==> src/rtl/pv_run_controller.sv <==
// Run-control and trace unit for philosophy_v_core: streams a program into IMEM,
// gates the core clock-enable (free-run / step / run-until-EBREAK) and queues trace records.
//
// state | meaning
// IDLE  | core held in reset, accepting program beats or a start for a preloaded program
// LOAD  | streaming program words into IMEM
// READY | core out of reset, waiting for start
// RUN   | core enabled every cycle the trace FIFO has room
// STEP  | core enabled only on a step pulse
// DRAIN | run terminated, waiting for the trace FIFO to empty
// DONE  | run finished, cause held until start
module pv_run_controller #(
    parameter int XLEN        = 32,
    parameter int ILEN        = 32,
    parameter int IMEM_DEPTH  = 1024,
    parameter int ADDR_W      = 10,
    parameter int CYC_W       = 32,
    parameter int TRACE_DEPTH = 4
) (
    input  logic              clk,
    input  logic              rst_n,
    input  logic [1:0]        cfg_mode,
    input  logic [CYC_W-1:0]  cfg_max_cycles,
    input  logic              start,
    input  logic              step,
    input  logic              halt_req,
    input  logic              load_valid,
    output logic              load_ready,
    input  logic [ILEN-1:0]   load_data,
    input  logic              load_last,
    output logic              imem_we,
    output logic [ADDR_W-1:0] imem_waddr,
    output logic [ILEN-1:0]   imem_wdata,
    output logic              core_rst_n,
    output logic              core_en,
    input  logic [XLEN-1:0]   core_pc,
    input  logic [ILEN-1:0]   core_instr,
    input  logic [XLEN-1:0]   core_result,
    output logic              trace_valid,
    input  logic              trace_ready,
    output logic [XLEN-1:0]   trace_pc,
    output logic [ILEN-1:0]   trace_instr,
    output logic [XLEN-1:0]   trace_result,
    output logic [CYC_W-1:0]  trace_cycle,
    output logic [2:0]        state,
    output logic [CYC_W-1:0]  cycle_count,
    output logic              done,
    output logic [1:0]        done_cause
);
    typedef enum logic [2:0] {
        IDLE  = 3'd0,
        LOAD  = 3'd1,
        READY = 3'd2,
        RUN   = 3'd3,
        STEP  = 3'd4,
        DRAIN = 3'd5,
        DONE  = 3'd6
    } state_t;

    localparam int PTR_W = $clog2(TRACE_DEPTH);
    localparam int REC_W = XLEN + ILEN + XLEN + CYC_W;
    localparam logic [ILEN-1:0]   EBREAK   = ILEN'(32'h0010_0073);
    localparam logic [ADDR_W-1:0] LAST_ADR = ADDR_W'(IMEM_DEPTH - 1);

    state_t            st, st_n;
    logic [ADDR_W-1:0] load_ptr;
    logic              beat, last_beat;
    logic [CYC_W-1:0]  cyc_inc;
    logic              in_run, is_ebreak, budget_hit;

    logic [REC_W-1:0]  fifo_mem [TRACE_DEPTH];
    logic [PTR_W-1:0]  wr_ptr, rd_ptr;
    logic [PTR_W:0]    fifo_cnt;
    logic              fifo_full, fifo_push, fifo_pop;

    assign state       = st;
    assign beat        = load_valid && load_ready;
    assign last_beat   = beat && (load_last || load_ptr == LAST_ADR);
    assign in_run      = (st == RUN) || (st == STEP);
    assign fifo_full   = (fifo_cnt == (PTR_W+1)'(TRACE_DEPTH));
    assign core_en     = ((st == RUN) || (st == STEP && step)) && !fifo_full && !halt_req;
    assign cyc_inc     = (&cycle_count) ? cycle_count : cycle_count + 1'b1;
    assign is_ebreak   = core_en && (cfg_mode == 2'b10) && (core_instr == EBREAK);
    assign budget_hit  = core_en && (cfg_max_cycles != '0) && (cyc_inc == cfg_max_cycles);
    assign fifo_push   = core_en;
    assign trace_valid = (fifo_cnt != '0);
    assign fifo_pop    = trace_valid && trace_ready;
    assign {trace_pc, trace_instr, trace_result, trace_cycle} = fifo_mem[rd_ptr];

    always_comb begin
        st_n = st;
        case (st)
            IDLE:    if (beat) st_n = last_beat ? READY : LOAD;
                     else if (start) st_n = READY;
            LOAD:    if (last_beat) st_n = READY;
            READY:   if (start) st_n = (cfg_mode == 2'b01) ? STEP : RUN;
            RUN,
            STEP:    if (halt_req || is_ebreak || budget_hit) st_n = DRAIN;
            DRAIN:   if (fifo_cnt == '0) st_n = DONE;
            DONE:    if (start) st_n = IDLE;
            default: st_n = IDLE;
        endcase
    end

    always_ff @(posedge clk or negedge rst_n) begin
        if (!rst_n) begin
            st          <= IDLE;
            load_ready  <= 1'b0;
            core_rst_n  <= 1'b0;
            done        <= 1'b0;
            done_cause  <= 2'b00;
            cycle_count <= '0;
            load_ptr    <= '0;
            imem_we     <= 1'b0;
            imem_waddr  <= '0;
            imem_wdata  <= '0;
        end else begin
            st         <= st_n;
            load_ready <= (st_n == IDLE) || (st_n == LOAD);
            core_rst_n <= !((st_n == IDLE) || (st_n == LOAD));
            done       <= (st_n == DONE);
            imem_we    <= beat;
            if (beat) begin
                imem_waddr <= load_ptr;
                imem_wdata <= load_data;
                if (load_ptr != LAST_ADR) load_ptr <= load_ptr + 1'b1;
            end
            if (st == READY && start) cycle_count <= '0;
            if (core_en) cycle_count <= cyc_inc;
            // halt wins over EBREAK, which wins over the budget
            if (in_run) begin
                if (halt_req)        done_cause <= 2'b11;
                else if (is_ebreak)  done_cause <= 2'b10;
                else if (budget_hit) done_cause <= 2'b01;
            end
            if (st_n == IDLE && st != IDLE) begin
                cycle_count <= '0;
                done_cause  <= 2'b00;
                load_ptr    <= '0;
            end
        end
    end

    always_ff @(posedge clk or negedge rst_n) begin
        if (!rst_n) begin
            wr_ptr   <= '0;
            rd_ptr   <= '0;
            fifo_cnt <= '0;
        end else begin
            if (fifo_push) wr_ptr <= wr_ptr + 1'b1;
            if (fifo_pop)  rd_ptr <= rd_ptr + 1'b1;
            case ({fifo_push, fifo_pop})
                2'b10:   fifo_cnt <= fifo_cnt + 1'b1;
                2'b01:   fifo_cnt <= fifo_cnt - 1'b1;
                default: fifo_cnt <= fifo_cnt;
            endcase
        end
    end

    always_ff @(posedge clk) begin
        if (fifo_push) fifo_mem[wr_ptr] <= {core_pc, core_instr, core_result, cyc_inc};
    end
endmodule

==> config.mk <==
export PLATFORM = sky130hd
export DESIGN_NAME = pv_run_controller
export DESIGN_NICKNAME = d
export VERILOG_FILES = /design/src/rtl/pv_run_controller.sv
export SDC_FILE = /design/constraint.sdc
export NUM_CORES = 1
export LEC_CHECK = 0
export ABC_AREA = 1
export CAP_MARGIN = 20
export CORE_MARGIN = 5
export CORE_UTILIZATION = 45
export CTS_CLUSTER_SIZE = 40
export DETAILED_ROUTE_END_ITERATION = 10
export GPL_ROUTABILITY_DRIVEN = 0
export GPL_TIMING_DRIVEN = 1
export PLACE_DENSITY = 0.7
export SYNTH_ARGS = -nofsm -noshare
export SYNTH_HDL_FRONTEND = slang
export SYNTH_SLANG_ARGS = --single-unit
==> constraint.sdc <==
create_clock -name clk -period 7.4 [get_ports clk]
set_input_delay 2.22 -clock clk [delete_from_list [all_inputs] [get_ports clk]]
set_output_delay 2.22 -clock clk [all_outputs]
set_load 0.05 [all_outputs]
Yosys cells after proc, flatten, opt, wreduce, memory -nomap -nowiden --
Memory sizes are Yosys's and may differ from the RTL's. Index checks and enable logic that the tools add are counted. W data, S select, Z words.
Storage, ports and cells: register bits 100, bits in latches 0, memory bits (writable) 512, bits in read-only memories 0, input bits 170, output and inout bits 213, word-level logic and storage cells 99, memories kept 1
Memories:
- fifo_mem | depth 4, width 128, read ports 1, clocked after Yosys merged registers in 0, write ports 1, RTL line 71 | logic [REC_W-1:0] fifo_mem [TRACE_DEPTH];
Cells by class: add/sub/neg operators 6, multipliers 0, divide/modulo/power cells 0, order comparisons 0, equal/unequal tests 17, shift operators 0, mux-type cells 25, bitwise operators 0, reduce and logical (&&, ||, !) cells 37
Operator list (number):
- $mux W32 | 4
- $add A32 B1 Y32 const B | 1
- $eq A32 B21 Y1 const B | 1
- $eq A32 B32 Y1 | 1
- $reduce_and A32 Y1 | 1
- $reduce_bool A32 Y1 | 1
- $mux W10 | 3
- $mux W3 | 8
- $pmux W3 S6 | 1
- $eq A3 B3 Y1 const B | 5
- $logic_and A1 B1 Y1 | 12
- $mux W2 | 6
- $add A10 B1 Y10 const B | 1
- $eq A10 B10 Y1 const B | 1
- $ne A10 B10 Y1 const B | 1
- $logic_not A3 Y1 | 3
- $reduce_bool A3 Y1 | 3
- $reduce_bool A2 Y1 | 4
- $eq A3 B1 Y1 const B | 2
- $eq A3 B2 Y1 const B | 2
- $logic_or A1 B1 Y1 | 6
- $pmux W3 S2 | 1
- $add A2 B1 Y2 const B | 2
- $eq A2 B1 Y1 const B | 2
- other kinds (8) | 13

Logic depth before layout (Yosys ltp) --
word-level depth 15, depth in mapped cells 24, depth with buffers taken out 23

Least setup slack after synthesis --
No wires, ideal clock.
path kind input -> register, start point input port halt_req, end point memory fifo_mem[0][0] (netlist bit), enable pin, library setup time 617 ps, arrival time 8014 ps, data required time 6783 ps, slack -1231 ps, cell stages on the path 3, buffers on the path 0, path through a31oi_1 nand3_1 nor2_1
On the way: cells in the longest elaborated chain, start to end 4
Ends and longest elaborated chain:
- start: declaration | RTL line 26 | input logic halt_req,
- $logic_not A1 Y1 | RTL line 81 | assign core_en = ((st == RUN) || (st == STEP && step)) && !fifo_full && !halt_req;
- $logic_and A1 B1 Y1 | RTL line 81
- $mux W1 | RTL line 161 | if (fifo_push) fifo_mem[wr_ptr] <= {core_pc, core_instr, core_result, cyc_inc};
- $mux W1 (implied by the code) | RTL line 161
- end: declaration | RTL line 71
Every way passes these cells.

Worst setup path after layout --
start point register rd_ptr[0], end point output port trace_cycle[7]
On the way: cells in the longest elaborated chain, start to end 1
Ends and longest elaborated chain:
- start: declaration | RTL line 72 | logic [PTR_W-1:0] wr_ptr, rd_ptr;
- start signal: assignment | RTL line 151 | if (fifo_pop) rd_ptr <= rd_ptr + 1'b1;
- $mem_v2 Z4 W128
- end: declaration | RTL line 44 | output logic [CYC_W-1:0] trace_cycle,
Every way passes these cells.

==> flow_metrics.env <==
export IMPL_core_area_um2=55100
export IMPL_setup_viol=0
export IMPL_die_h_um=246
export IMPL_crit_required_ps=5180
export IMPL_drcViolationCount=0
export IMPL_antenna_found_initial=1
export IMPL_syn_avg_cell_area_um2=11.6
export IMPL_nets=2698
export IMPL_period_share_pct=81.8
export IMPL_drt_pass1_iter_count=6
export IMPL_r2r_cells=20
export IMPL_hold_viol=0
export IMPL_p_seq_share_pct=31.7
export IMPL_min_delay_start="imem_wdata[21]"
export IMPL_synth_warnings=0
export IMPL_area_growth_syn_to_layout_pct=27.4
export IMPL_combPwrFrac_pct=43.6
export IMPL_fin_crit_ps=6050
export IMPL_place_ws_ps=1610
export IMPL_start_kind="flip-flop"
export IMPL_worstSkewPairLatency_ps=600
export IMPL_final_common_cell="edfxtp_1"
export IMPL_final_cell_mix="edfxtp_1 (512), nand2_1 (392), clkdlybuf4s50_1 (380), nor2_1 (340), o21ai_0 (269)"
export IMPL_synth_ff_latch_count=612
export IMPL_holdPathEnd="imem_wdata[21]"
export IMPL_cts_setup_buffers=0
export IMPL_synth_nets=2332
export IMPL_critPathMaxStageDelay_ps=940
export IMPL_grt_ovfl_total=0
export IMPL_portBuffers=382
export IMPL_p_switching_mw=5.79
export IMPL_grt_util_all_layers_pct=21.8
export IMPL_cellPowerDensity_nw_per_um2=425
export IMPL_drt_iter0_drc=1271
export IMPL_drt_wl_total_um=67000
export IMPL_synthDistinctLibCells=40
export IMPL_arrival_ps=3830
export IMPL_clock_root_buffer="clkbuf_16"
export IMPL_endpoint_kind="output port"
export IMPL_worstReg2RegEnd="load_ptr[4]"
export IMPL_place_area_um2=29700
export IMPL_path_depth=4
export IMPL_switching_share_pct=42.7
export IMPL_setup_ws_ps=1350
export IMPL_status="completed"
export IMPL_fin_worst_skew_ps=21.0
export IMPL_cts_resized=0
export IMPL_critical_path_buf_inv_count=2
export IMPL_grt_first_pass_wirelength_um=103000
export IMPL_dieWidth_um=246
export IMPL_row_count=86
export IMPL_cts_tree="done"
export IMPL_postRouteAntennaNets=0
export IMPL_clk_pin_slew_worst_paths_ps=60
export IMPL_path_cells="buf_12 -> o21ai_0 -> o22ai_1 -> clkdlybuf4s50_1"
export IMPL_dp_hpwl_um=42100
export IMPL_critical_path_top_delay_family="buffers and inverters"
export IMPL_holdWs_ps=482
export IMPL_drv_cap=0
export IMPL_criticalPathCategory="reg -> out"
export IMPL_wl_per_cell_um=20.2
export IMPL_cp_slowest_cell="dfrtp_4"
export IMPL_rr_startpoint="cycle_count[0]"
export IMPL_p_leak_nw=11.6
export IMPL_clk_path_buf_depth=3
export IMPL_avgViaCountPerCell=5.38
export IMPL_relSlewSlack_pct=28.2
export IMPL_grt_max_degree=185
export IMPL_min_path_cells=2
export IMPL_final_area_um2=31900
export IMPL_ir_drop_mv=0.250
export IMPL_hold_class="reg -> reg"
export IMPL_cp_max_fo=184
export IMPL_grt_pass1_vias=18180
export IMPL_synth_cell_area_um2=25000
export IMPL_r2r_slack_ps=3010
export IMPL_fmax_ghz=0.165
export IMPL_vias=17843
export IMPL_syn_inst=2154
export IMPL_worst_slew_pin_slew_ps=1070
export IMPL_slew_viol_final=0
export IMPL_clock_power_share_pct=24.7
export IMPL_cts_hold_buffers=0
export IMPL_io_pins=383
export IMPL_final_layout_size_suffix_gt1_share_pct=6.81
export IMPL_clock_sinks=612
export IMPL_p_int_mw=7.76
export IMPL_cts_max_level=3
export IMPL_start_util_pct=45.5
export IMPL_yosysSeqAreaShare_pct=71.4
export IMPL_die_area_um2=60500
export IMPL_numCtsBuffers=67
export IMPL_rsz0062_at_grt="false"
[area by class of cell]
type | count | area, µm²
fillers | 4488 | 23200
flip-flops and latches | 612 | 17900
multi-input cells | 1335 | 6370
repair buffers | 404 | 4130
clock buffers | 85 | 1780
well taps | 748 | 936
clock inverters | 33 | 422
inverters | 100 | 383
diodes | 1 | 2.50
[tightest hold or removal path, cell delays in order (launching register included)]
cell and delay (ps):
dfrtp_1 340, nand2_1 60, nand2_1 50
[through the flow]
step,total power [mW],utilization (%),TNS (ps),std cells
2_1_floorplan,8.21,-,-630500,2154
3_3_place_gp,10.2,53.9,0,3198
3_5_place_dp,10.3,53.9,0,3199
4_1_cts,13.7,57.9,0,3317
5_1_grt,14.1,57.9,0,3317
6_report,13.5,57.9,0,3318
[synth_stat cells]
cell type	n	area (µm²)
a211oi_1	2	15.0
a21oi_1	5	25.0
a31oi_1	1	6.26
and2_1	1	6.26
buf_1	6	22.5
buf_2	4	20.0
buf_6	5	56.3
buf_8	1	15.0
clkbuf_1	91	342
clkinv_1	1	3.75
dfrtp_1	100	2500
edfxtp_1	512	15400
fa_1	1	20.0
ha_1	7	87.6
inv_1	97	364
inv_2	2	7.51
nand2_1	392	1470
nand2_2	8	50.1
nand2_4	3	33.8
nand3_1	69	345
nand3_2	20	200
nand3b_1	2	15.0
nand4_1	12	75.1
nor2_1	344	1290
nor2_2	11	68.8
nor2_4	2	22.5
nor2_8	1	20.0
nor3_1	10	50.1
nor3b_1	1	7.51
nor4_1	9	56.3
o211ai_1	1	7.51
o21ai_0	269	1350
o21ai_2	1	8.76
o21bai_1	2	15.0
o221ai_1	1	8.76
o22ai_1	128	801
or2_1	1	6.26
xnor2_1	12	105
xor2_1	18	158
xor2_2	1	16.3
[per-layer routing]
layer,track usage [%],wire (µm),vias to the layer above
met2,36.6,33000,635
met1,29.0,27500,8764
met5,0,13,-
met3,4.09,4710,115
li1,-,-,8327
met4,7.19,1760,2
[power by group through the flow]
stage          logic, mW  clock network [mW]  registers (mW)
3_5_place_dp        5.94                   0            4.37
5_1_grt             6.25                3.57            4.33
4_1_cts             5.96                3.42            4.30
2_1_floorplan       3.56                   0            4.65
6_report            5.91                3.34            4.30
3_3_place_gp        5.85                   0            4.35
[flip-flops by register name, indices dropped and copies added (netlist names), 2 cells and up]
register,count
imem_wdata,32
cycle_count,32
state,3
imem_waddr,10
fifo_mem,512
wr_ptr,2
rd_ptr,2
done_cause,2
fifo_cnt,3
load_ptr,10
[kinds of logic after synthesis]
logic type,count (synthesis),share of synthesized area [%]
AOI/OAI and AO/OA,410,8.92
xor gates and xnor gates,31,1.11
adders and majority gates,8,0.430
buffers and inverters,207,3.32
DFF,612,71.4
and+or+nand+nor,886,14.9
[worst max path at each step]
stage                     slack [ps]              end      startpoint
after floorplan                -1230   fifo_mem[0][0]        halt_req
after global placement          1630      load_ptr[0]  core_instr[28]
after detailed placement        1610      load_ptr[9]  core_instr[28]
after CTS                       1320     trace_pc[25]       rd_ptr[1]
after global routing            1190  trace_cycle[20]       rd_ptr[0]
final                           1350   trace_cycle[7]       rd_ptr[0]
Note: power is estimated with default switching activity, not from simulation.
